## src/rtl/uart_tx_ctrl.sv

```systemverilog
// uart_tx_ctrl: transmit sequencer for the UART serializer.
// It accepts one character per valid/ready handshake, latches the frame
// shape, and paces the serializer's load/shift strobes at the baud rate
// until start, data, parity and stop bits have all left the line.
`timescale 1ns/1ps

module uart_tx_ctrl #(
  parameter int DSIZE = 8,
  parameter int DIV_W = 16
) (
  input  logic             clk,
  input  logic             reset,
  input  logic [DIV_W-1:0] baud_div,
  input  logic [3:0]       bit_width,
  input  logic             parity_en,
  input  logic             parity_odd,
  input  logic             stop2,
  input  logic [DSIZE-1:0] tx_data,
  input  logic             tx_valid,
  output logic             tx_ready,
  output logic             sr_load,
  output logic             sr_shift,
  output logic             sr_parity,
  output logic [3:0]       sr_width,
  output logic             busy,
  output logic             done
);

  typedef enum logic {IDLE, SEND} state_e;

  state_e           state_q, state_d;
  logic [DIV_W-1:0] cnt_q,   cnt_d;    // clocks left in the current bit
  logic [3:0]       bits_q,  bits_d;   // shifts still owed for this frame
  logic [3:0]       width_q, width_d;  // data width captured at acceptance

  logic [3:0]       width_in;
  logic [DSIZE-1:0] data_masked;
  logic             par_even;
  logic [3:0]       n_bits;
  logic             accept;
  logic             shift_fire;
  logic             last_shift;

  // Normalize the live width, mask unused data bits, derive parity and frame length.
  always_comb begin
    // NOTE: every signal written in an always_comb gets a default first, so no path can infer a latch.
    width_in    = ((bit_width >= 4'd5) && (bit_width <= 4'd8)) ? bit_width : 4'd8;
    data_masked = '0;
    for (int i = 0; i < DSIZE; i++) begin
      data_masked[i] = tx_data[i] & (i < int'(width_in));
    end
    par_even = ^data_masked;
    // start + data + optional parity + one or two stop bits; worst case 12 fits in 4 bits
    n_bits   = 4'd1 + width_in + {3'd0, parity_en} + (stop2 ? 4'd2 : 4'd1);
  end

  assign accept     = (state_q == IDLE) && tx_valid;
  assign shift_fire = (state_q == SEND) && (cnt_q == '0);
  assign last_shift = shift_fire && (bits_q == 4'd1);

  // Next-state logic: accept a character in IDLE, pace the shifts in SEND.
  always_comb begin
    state_d = state_q;
    cnt_d   = cnt_q;
    bits_d  = bits_q;
    width_d = width_q;
    unique case (state_q)
      IDLE: begin
        if (accept) begin
          state_d = SEND;
          cnt_d   = baud_div;
          bits_d  = n_bits;
          width_d = width_in;
        end
      end
      SEND: begin
        if (cnt_q == '0) begin
          // baud_div is re-sampled on every reload so a change affects only later bits
          cnt_d  = baud_div;
          bits_d = bits_q - 4'd1;
          if (bits_q == 4'd1) begin
            state_d = IDLE;
          end
        end else begin
          cnt_d = cnt_q - DIV_W'(1);
        end
      end
      default: state_d = IDLE;
    endcase
  end

  // Controller state register with asynchronous reset back to an idle line.
  always_ff @(posedge clk or posedge reset) begin
    // NOTE: sequential state uses non-blocking assignments so every flop samples pre-edge values.
    if (reset) begin
      state_q <= IDLE;
      cnt_q   <= '0;
      bits_q  <= '0;
      width_q <= 4'd8;
    end else begin
      state_q <= state_d;
      cnt_q   <= cnt_d;
      bits_q  <= bits_d;
      width_q <= width_d;
    end
  end

  // Serializer controls; reset forces the safe values immediately, not just at the next edge.
  always_comb begin
    // NOTE: reset is used combinationally here so the outputs go to their idle values while reset is held.
    tx_ready  = (state_q == IDLE);
    busy      = (state_q == SEND);
    sr_load   = !reset && accept;
    sr_shift  = !reset && shift_fire;
    done      = !reset && last_shift;
    // with parity disabled the parity slot carries mark and acts as the first stop bit
    sr_parity = reset || !parity_en || (par_even ^ parity_odd);
    if (reset) begin
      sr_width = 4'd8;
    end else if (state_q == IDLE) begin
      sr_width = width_in;
    end else begin
      sr_width = width_q;
    end
  end

endmodule

```

## config.mk

```make
export PLATFORM = sky130hd
export DESIGN_NAME = uart_tx_ctrl
export DESIGN_NICKNAME = d
export VERILOG_FILES = /design/src/rtl/uart_tx_ctrl.sv
export SDC_FILE = /design/constraint.sdc
export NUM_CORES = 1
export LEC_CHECK = 0
export CAP_MARGIN = 0
export CORE_ASPECT_RATIO = 1.5
export CORE_MARGIN = 2
export CORE_UTILIZATION = 30
export CTS_CLUSTER_SIZE = 30
export DETAILED_ROUTE_END_ITERATION = 16
export SETUP_SLACK_MARGIN = 0.15
export SYNTH_ARGS = -nofsm -noshare
export SYNTH_HDL_FRONTEND = slang
export SYNTH_SLANG_ARGS = --single-unit
```

## constraint.sdc

```tcl
create_clock -name clk -period 2.2 [get_ports clk]
set_input_delay 0.44 -clock clk [delete_from_list [all_inputs] [get_ports clk]]
set_output_delay 0.44 -clock clk [all_outputs]
set_load 0.005 [all_outputs]
```

== Word level (Yosys, flattened, before mapping) ==
Index checks and enable logic that the tools add are counted.
W data, S select, Z words.
Operators by class
  order comparisons: 10
  bitwise logic cells: 10
  div/mod/pow operators: 0
  add/sub/neg operators: 5
  $mul: 0
  muxes and demuxes: 14
  reductions and logical operators: 15
  eq/ne operators: 3
  shifts and indexed selects: 0
Operators with widths (count)
  $mux W16: 2
  $pmux W16 S2: 1
  $mux W4: 5
  $logic_not A16 Y1: 1
  $lt A3 B4 Y1 const A: 4
  $sub A16 B1 Y16 const B: 1
  $and A1 B1 Y1: 8
  $lt A1 B4 Y1 const A: 2
  $lt A2 B4 Y1 const A: 2
  $pmux W4 S2: 1
  $reduce_xor A8 Y1: 1
  $logic_and A1 B1 Y1: 7
  $add A1 B4 Y4 const A: 1
  $add A4 B1 Y4: 1
  $add A4 B2 Y4: 1
  $eq A4 B1 Y1 const B: 1
  $ge A4 B3 Y1 const B: 1
  $le A4 B4 Y1 const B: 1
  $ne A2 B1 Y1 const B: 2
  $reduce_and A2 Y1: 2
  $sub A4 B1 Y4 const B: 1
  $mux W1: 3
  $logic_not A1 Y1: 2
  $logic_or A1 B1 Y1: 2
  other kinds (4): 4
Word-level totals
  input bits: 34
  bits in writable memories: 0
  output and inout port bits: 10
  memory bits (read-only): 0
  memories: 0
  latch bits: 0
  flip-flop bits (word level): 25

== Depth between registers and ports, before layout ==
Gate-level depths: netlist (run 1).
  word-level depth: 8
  gate-level depth with buffers: 9
  mapped depth without buffers: 9

== Worst setup path before layout (run 1) ==
Ideal clock, no wire load.
  path type: register to output
  start: register cnt_q[0]
  end: output done
  slack: -0.060 ns
  data arrival time: 1.820 ns
  stages on the path, launching flop included: 8
  required time: 1.760 ns
  path through: dfrtp_1 inv_1 ha_1 nor4b_2 nand4_2 buf_2 nor3_1 and2_1
Between the ends
  cells in the longest elaborated chain, start to end: 4
Ends and longest elaborated chain
  from (decl): RTL line 32  | logic [DIV_W-1:0] cnt_q, cnt_d;
  from (signal assigned): RTL line 102  | cnt_q <= cnt_d;
  $logic_not A16 Y1: RTL line 58  | assign shift_fire = (state_q == SEND) && (cnt_q == '0);
  $logic_and A1 B1 Y1: RTL line 58
  $logic_and A1 B1 Y1: RTL line 59  | assign last_shift = shift_fire && (bits_q == 4'd1);
  $logic_and A1 B1 Y1: RTL line 115  | done = !reset && last_shift;
  to (decl): RTL line 26  | output logic done
Every way passes these cells.

== Worst setup path after layout (run 1) ==
Same ends and word-level chain as after synthesis.

==> results of run 1 <==
[power by group]
group | switching (µW) | leakage (µW) | internal, µW
sequential | 124 | 0.000295 | 607
combinational | 484 | 0.00109 | 623
clock | 164 | 0.0000217 | 129
total | 772 | 0.00141 | 1360
[metal layers]
metal  vias to the layer above  share of wire (%)  track usage, %
li1                       1005                  -               -
met1                       942                 40            17.7
met2                        50                 54            32.8
met3                         6                3.8            2.05
met4                         0                1.7            4.73
met5                         -                  0               0
[final cells by class]
cell class | instances | area [µm²] | area share, %
Inverter | 20 | 77.6 | 2.59
Multi-Input combinational cell | 175 | 1360 | 45.3
Tap cell | 76 | 95.1 | 3.17
Clock buffer | 3 | 41.3 | 1.38
Timing Repair Buffer | 93 | 792 | 26.4
Sequential cell | 25 | 627 | 20.9
Clock inverter | 1 | 7.51 | 0.250
[logic make-up after synthesis]
kind of cell / count (synthesis)
fa+ha+maj: 10
mux: 7
simple gates: 85
flops: 25
xor+xnor: 13
compound gates: 60
buf+inv: 28
[sequential cells by signal, summed over array words and instances (netlist names)]
signal and count:
width_q 4, cnt_q 16, busy 1, bits_q 4
[worst max-delay path: stages, from the launching register on]
cell and delay [ns]:
dfrtp_1 0.40, inv_2 0.09, ha_4 0.14, nor4b_4 0.26
nand4_4 0.16, nor3_4 0.14, and2_1 0.13, buf_2 0.12
[how the worst max path moves through the flow]
stage                     from   endpoint  slack, ns  depth (start not counted)
floorplan             cnt_q[0]       done       0.16                          7
global placement    tx_data[5]  sr_parity      -0.44                          7
detailed placement  tx_data[6]  sr_parity      -0.45                          7
CTS                   cnt_q[1]       done      0.001                          7
global route          cnt_q[0]       done      -0.05                          7
finish                cnt_q[0]       done       0.05                          7
[through the flow]
stage	setup slack, ns	hold WS, ns	total power, µW
6_report	0.0491	0.499	2130
2_1_floorplan	0.156	0.450	1250
4_1_cts	0.00116	0.500	2110
3_3_place_gp	-0.440	0.466	1740
3_5_place_dp	-0.454	0.475	1760
5_1_grt	-0.0524	0.519	2310
[placed cells by master, fill, tap and decap left out, drive strengths merged, types with 3 or more instances in the layout]
| cell type | n |
|---|---|
| a221o | 5 |
| clkdlybuf4s50 | 20 |
| nor3b | 5 |
| dlygate4sd2 | 8 |
| nand3b | 4 |
| dfrtp | 24 |
| o21ai | 14 |
| a31oi | 3 |
| a21oi | 15 |
| nor2 | 25 |
| xnor2 | 12 |
| dlymetal6s2s | 6 |
| buf | 54 |
| nand2 | 17 |
| nor2b | 3 |
| ha | 9 |
| nand3 | 6 |
| mux2 | 3 |
| clkbuf | 6 |
| a32oi | 3 |
| inv | 20 |
| nor3 | 7 |
| mux2i | 4 |
| nor4 | 6 |
[what timing repair did]
action | in CTS | in global routing
setup buffers | 4 | 3
setup endpoints to repair | 17 | 14
hold endpoints to repair | 0 | 0
resized for setup | 49 | 26
pin swaps | 19 | 17
==> impl_metrics.json, run 1 <==
{
  "async_flop_share_pct": 100,
  "track_usage_pct": 16.3,
  "fin_cells": 393,
  "synth_top_area_share_pct": 30.7,
  "cp.arrival_ns": 1.71,
  "fin_util_pct": 46.9,
  "ant_nets": 0,
  "grt_remaining_overflow": 0,
  "worstHoldStart": "width_q[1]",
  "drt_iter0_markers": 105,
  "viasPerCell": 5.10,
  "clkSlewWorstSetupHoldPaths_ns": 0.10,
  "rows": 36,
  "clock_sinks": 25,
  "holdBufCountCts": 0,
  "syn_avg_cell_area_um2": 8.58,
  "die-height_um": 103,
  "yosysUniqueCellTypes": 60,
  "report.final.setup_viol": 0,
  "cp_max_fo": 2,
  "placed_cells": 382,
  "fin_skew_ns": 0.00520,
  "drive_above_1_share_pct": 30.6,
  "synth_top_family_by_area": "simple AND/OR/NAND/NOR gates",
  "dpl_cell_area_um2": 2780,
  "grt_pass1_wl_mm": 9.34,
  "synth_xor_area_share_pct": 5.82,
  "num_vias": 2003,
  "grt_max_degree": 26,
  "grt_pass1_vias": 2005,
  "pin_count": 44,
  "holdPathEnd": "width_q[1]",
  "clock-root-buffer": "clkbuf_8",
  "synth_ff_type": "dfrtp_1",
  "timing.rr.start": "cnt_q[0]",
  "first_pass_iters": 4,
  "die_area_um2": 7200,
  "power.leakage_uw": 0.00141,
  "synth_area_um2": 1960,
  "yosys-top-cells-area": "dfrtp_1 (31%), ha_1 (5.8%), xnor2_1 (5.4%)",
  "clk_latency_ns": 0.27,
  "cts_buffer_depth": 2,
  "min_path_type": "flop to flop",
  "synth-edff-count": 0,
  "drt_wl_total_mm": 5.85,
  "synthCells": 228,
  "tightest_slew_ns": 0.394,
  "r2r-end": "cnt_q[14]",
  "hpwl_mm": 4.40,
  "fp.dieW_um": 69.9,
  "syn_to_final_growth_pct": 53.3,
  "relSlewSlack_pct": 73.6,
  "ir_drop_mv": 0.351,
  "holdPathStages": 2,
  "drc": 0,
  "synthSimpleGateAreaFrac_pct": 24.6,
  "critPathKind": "flop to output pin",
  "r2r_cells": 8,
  "final_nets": 362,
  "io_buffers": 43,
  "start_util_pct": 30.6,
  "synthAdderAreaFrac_pct": 6.78,
  "period_needed_ns": 2.15,
  "synth_commonest_cells": "nor2_1 (25), dfrtp_1 (24), inv_1 (19)",
  "antenna_cells": 0,
  "status": "completed",
  "p_per_area_nw_per_um2": 710,
  "rsz0062_at_grt": "true",
  "cp-start-kind": "flop",
  "yosys_warnings": 0,
  "wl_per_cell_um": 14.9,
  "cts_buffers": 3,
  "synth_largest_area_cell": "dfrtp_1",
  "fmax_mhz": 465,
  "finalHoldViolCount": 0,
  "finalSetupTns_ns": 0,
  "synthMuxAreaShare_pct": 3.77,
  "place_congestion": 0.874,
  "seq_area_frac_synth_pct": 32.0,
  "core_um2": 6400,
  "slew_viol_final": 0,
  "yosysMostFrequentCell": "nor2_1",
  "h-tree-depth": 1,
  "period_share_pct": 97.8,
  "synth-seq-cells": 25,
  "syn_nets": 272,
  "fin_area_um2": 3000,
  "required_ns": 1.76,
  "fill_cells": 647,
  "cts_tree": "built",
  "synth_compound_area_share_pct": 21.3,
  "drv_cap": 0,
  "timing.reg2reg.setup_slack_ns": 0.06,
  "antenna_found_initial": 0,
  "worstSetupEndpointType": "output pin"
}
Power figures use the tool's default switching activity.
==> inputs of run 2 (changes only) <==
--- a/config.mk
+++ b/config.mk
@@ -8,9 +8,10 @@
 export CAP_MARGIN = 0
 export CORE_ASPECT_RATIO = 1.5
 export CORE_MARGIN = 2
-export CORE_UTILIZATION = 30
+export CORE_UTILIZATION = 46
 export CTS_CLUSTER_SIZE = 30
 export DETAILED_ROUTE_END_ITERATION = 16
+export PLACE_DENSITY = 0.77
 export SETUP_SLACK_MARGIN = 0.15
 export SYNTH_ARGS = -nofsm -noshare
 export SYNTH_HDL_FRONTEND = slang
==> run 2 against run 1 <==
The run now ends with setup timing left. Global-route usage increased by 8.5 points. Total power increased by 0.13%. Register-to-register slack got worse by 0.09 ns. Sequential power increased by 4.1%. Clock-buffer cell count increased by 1. Combinational power about the same. Wire length increased by 4.5%. Cell count decreased by 7.4%. Die area decreased by 33%. Flip-flop and latch count unchanged. Design area decreased by 0.38%. Worst hold slack got worse by 0.025 ns. Largest power group unchanged. Highest routed layer unchanged.
==> impl_metrics.json, run 2 (synthesized netlist as in run 1, its figures left out) <==
{
  "status": "finished with violations",
  "violations": "setup timing",
  "place_congestion": 0.881,
  "fin_cells": 364,
  "cts_buffers": 3,
  "placed_cells": 348,
  "antenna_cells": 0,
  "drt_iter0_markers": 133,
  "tightest_slew_ns": 0.411,
  "critPathKind": "flop to flop",
  "internal_power_uw": 1320,
  "core_um2": 4170,
  "path_cells": "inv_2, buf_6, ha_4, or4b_4, nor3b_4, nand2_2, a31o_1, a221o_1",
  "fin_ws_ns": -0.0329,
  "fin_skew_ns": 0.00511,
  "pin_count": 44,
  "cp.arrival_ns": 2.39,
  "die-height_um": 83.9,
  "worstSetupEndpointType": "flop",
  "io_buffers": 43,
  "grt_pass1_wl_mm": 9.45,
  "timing.rr.start": "cnt_q[0]",
  "report.final.setup_viol": 2,
  "drv_cap": 0,
  "grt_pass1_vias": 2144,
  "die_area_um2": 4800,
  "fin_util_pct": 71.6,
  "top_regs": "cnt_q: 16 flops, bits_q: 4 flops, width_q: 4 flops",
  "p_comb_share_pct": 51.4,
  "largest_reg_flops": 16,
  "ant_nets": 0,
  "dpl_cell_area_um2": 2720,
  "min_path_type": "input pin to asynchronous set/reset pin",
  "drive_above_1_share_pct": 33.6,
  "p_seq_share_pct": 35.6,
  "rows": 29,
  "hpwl_mm": 4.19,
  "first_pass_iters": 5,
  "p_per_area_nw_per_um2": 714,
  "slowest_stage": "or4b_4",
  "drc": 0,
  "power.leakage_uw": 0.00142,
  "fmax_mhz": 448,
  "antenna_found_initial": 0,
  "cts_buffer_depth": 2,
  "clkPwrFrac_pct": 13.0,
  "critPathTopFamily": "simple AND/OR/NAND/NOR gates",
  "period_share_pct": 101,
  "syn_to_final_growth_pct": 52.7,
  "rsz0062_at_grt": "true",
  "finalHoldViolCount": 0,
  "switching_power_uw": 810,
  "final_common_cell": "buf_4",
  "viasPerCell": 5.84,
  "clk_latency_ns": 0.27,
  "crit_cells": 8,
  "fp.dieW_um": 57.3,
  "track_usage_pct": 24.8,
  "drt_wl_total_mm": 6.12,
  "required_ns": 2.36,
  "relSlewSlack_pct": 72.5,
  "h-tree-depth": 1,
  "swShare_pct": 38.0,
  "clock_sinks": 25,
  "layout_common_cells": "buf_4 (42), nor2_1 (25), dfrtp_1 (23)",
  "final_nets": 363,
  "period_needed_ns": 2.23,
  "clock-root-buffer": "clkbuf_8",
  "grt_max_degree": 28,
  "wl_per_cell_um": 16.8,
  "grt_remaining_overflow": 0,
  "clkSlewWorstSetupHoldPaths_ns": 0.09,
  "fin_area_um2": 2990,
  "ir_drop_mv": 0.666,
  "hold_ws_ns": 0.474,
  "slew_viol_final": 0,
  "cp-startpoint": "cnt_q[0]",
  "max_stage_delay_ns": 0.50,
  "cts_tree": "built",
  "cp_num_buf_inv": 2,
  "top_register": "cnt_q",
  "cp-start-kind": "flop",
  "start_util_pct": 46.9,
  "r2r_cells": 8,
  "cp_max_fo": 3,
  "num_vias": 2126
}
run 2: worst register-to-register path: cells and delay by family, from the launching register on:
kind            cells  cell delay, ns
compound gates      2            0.51
fa+ha+maj           1            0.12
buf+inv             2            0.22
flops               1            0.41
simple gates        3            0.87
run 2: timing repair:
action                                 in CTS  in global routing
hold buffers                                0                  0
gates resized for setup                    57                 39
endpoints found under the hold margin       0                  0
setup buffers                               6                  6
pin swaps                                  18                 19
setup endpoints to repair                  18                 14
cloned                                      0                  0
run 2: final cells by class:
type	count	area, µm²
multi-input combinational	175	1380
fill	329	1180
timing repair buffer	94	801
sequential	25	628
inverter	20	76.3
tap	46	57.6
clock buffer	4	45.0
run 2: worst paths after layout:
path | to | slack, ns
hold reg to reg | width_q[0] | 0.49
min in group clk | width_q[0] | 0.49
setup reg to reg | cnt_q[12] | -0.03
max in group asynchronous | width_q[3] | 1.44
hold / removal | cnt_q[0] | 0.47
setup / recovery | cnt_q[12] | -0.03
run 2: power groups by stage:
| stage | combinational (µW) | clock, µW | sequential, µW |
|---|---|---|---|
| finish | 1100 | 277 | 760 |
| global route | 1190 | 298 | 774 |
| CTS | 985 | 280 | 753 |
| detailed placement | 946 | 0 | 760 |
| global placement | 924 | 0 | 751 |
| floorplan | 471 | 0 | 782 |
run 2: layer usage:
| metal | global-route usage (%) | wire length [µm] | up-vias |
|---|---|---|---|
| met4 | 11.2 | 177 | 0 |
| met5 | 0 | 0 | - |
| met3 | 2.17 | 273 | 19 |
| met1 | 25.4 | 2220 | 1014 |
| li1 | - | - | 1012 |
| met2 | 48.3 | 3450 | 81 |
run 2: stage by stage:
step / power (µW) / worst slack [ns] / TNS [ns]
floorplan: 1250 / 0.156 / 0
global placement: 1670 / -0.442 / -2.84
detailed placement: 1710 / -0.463 / -3.02
CTS: 2020 / -0.0262 / -0.0262
global route: 2270 / -0.117 / -0.392
finish: 2130 / -0.0329 / -0.0399
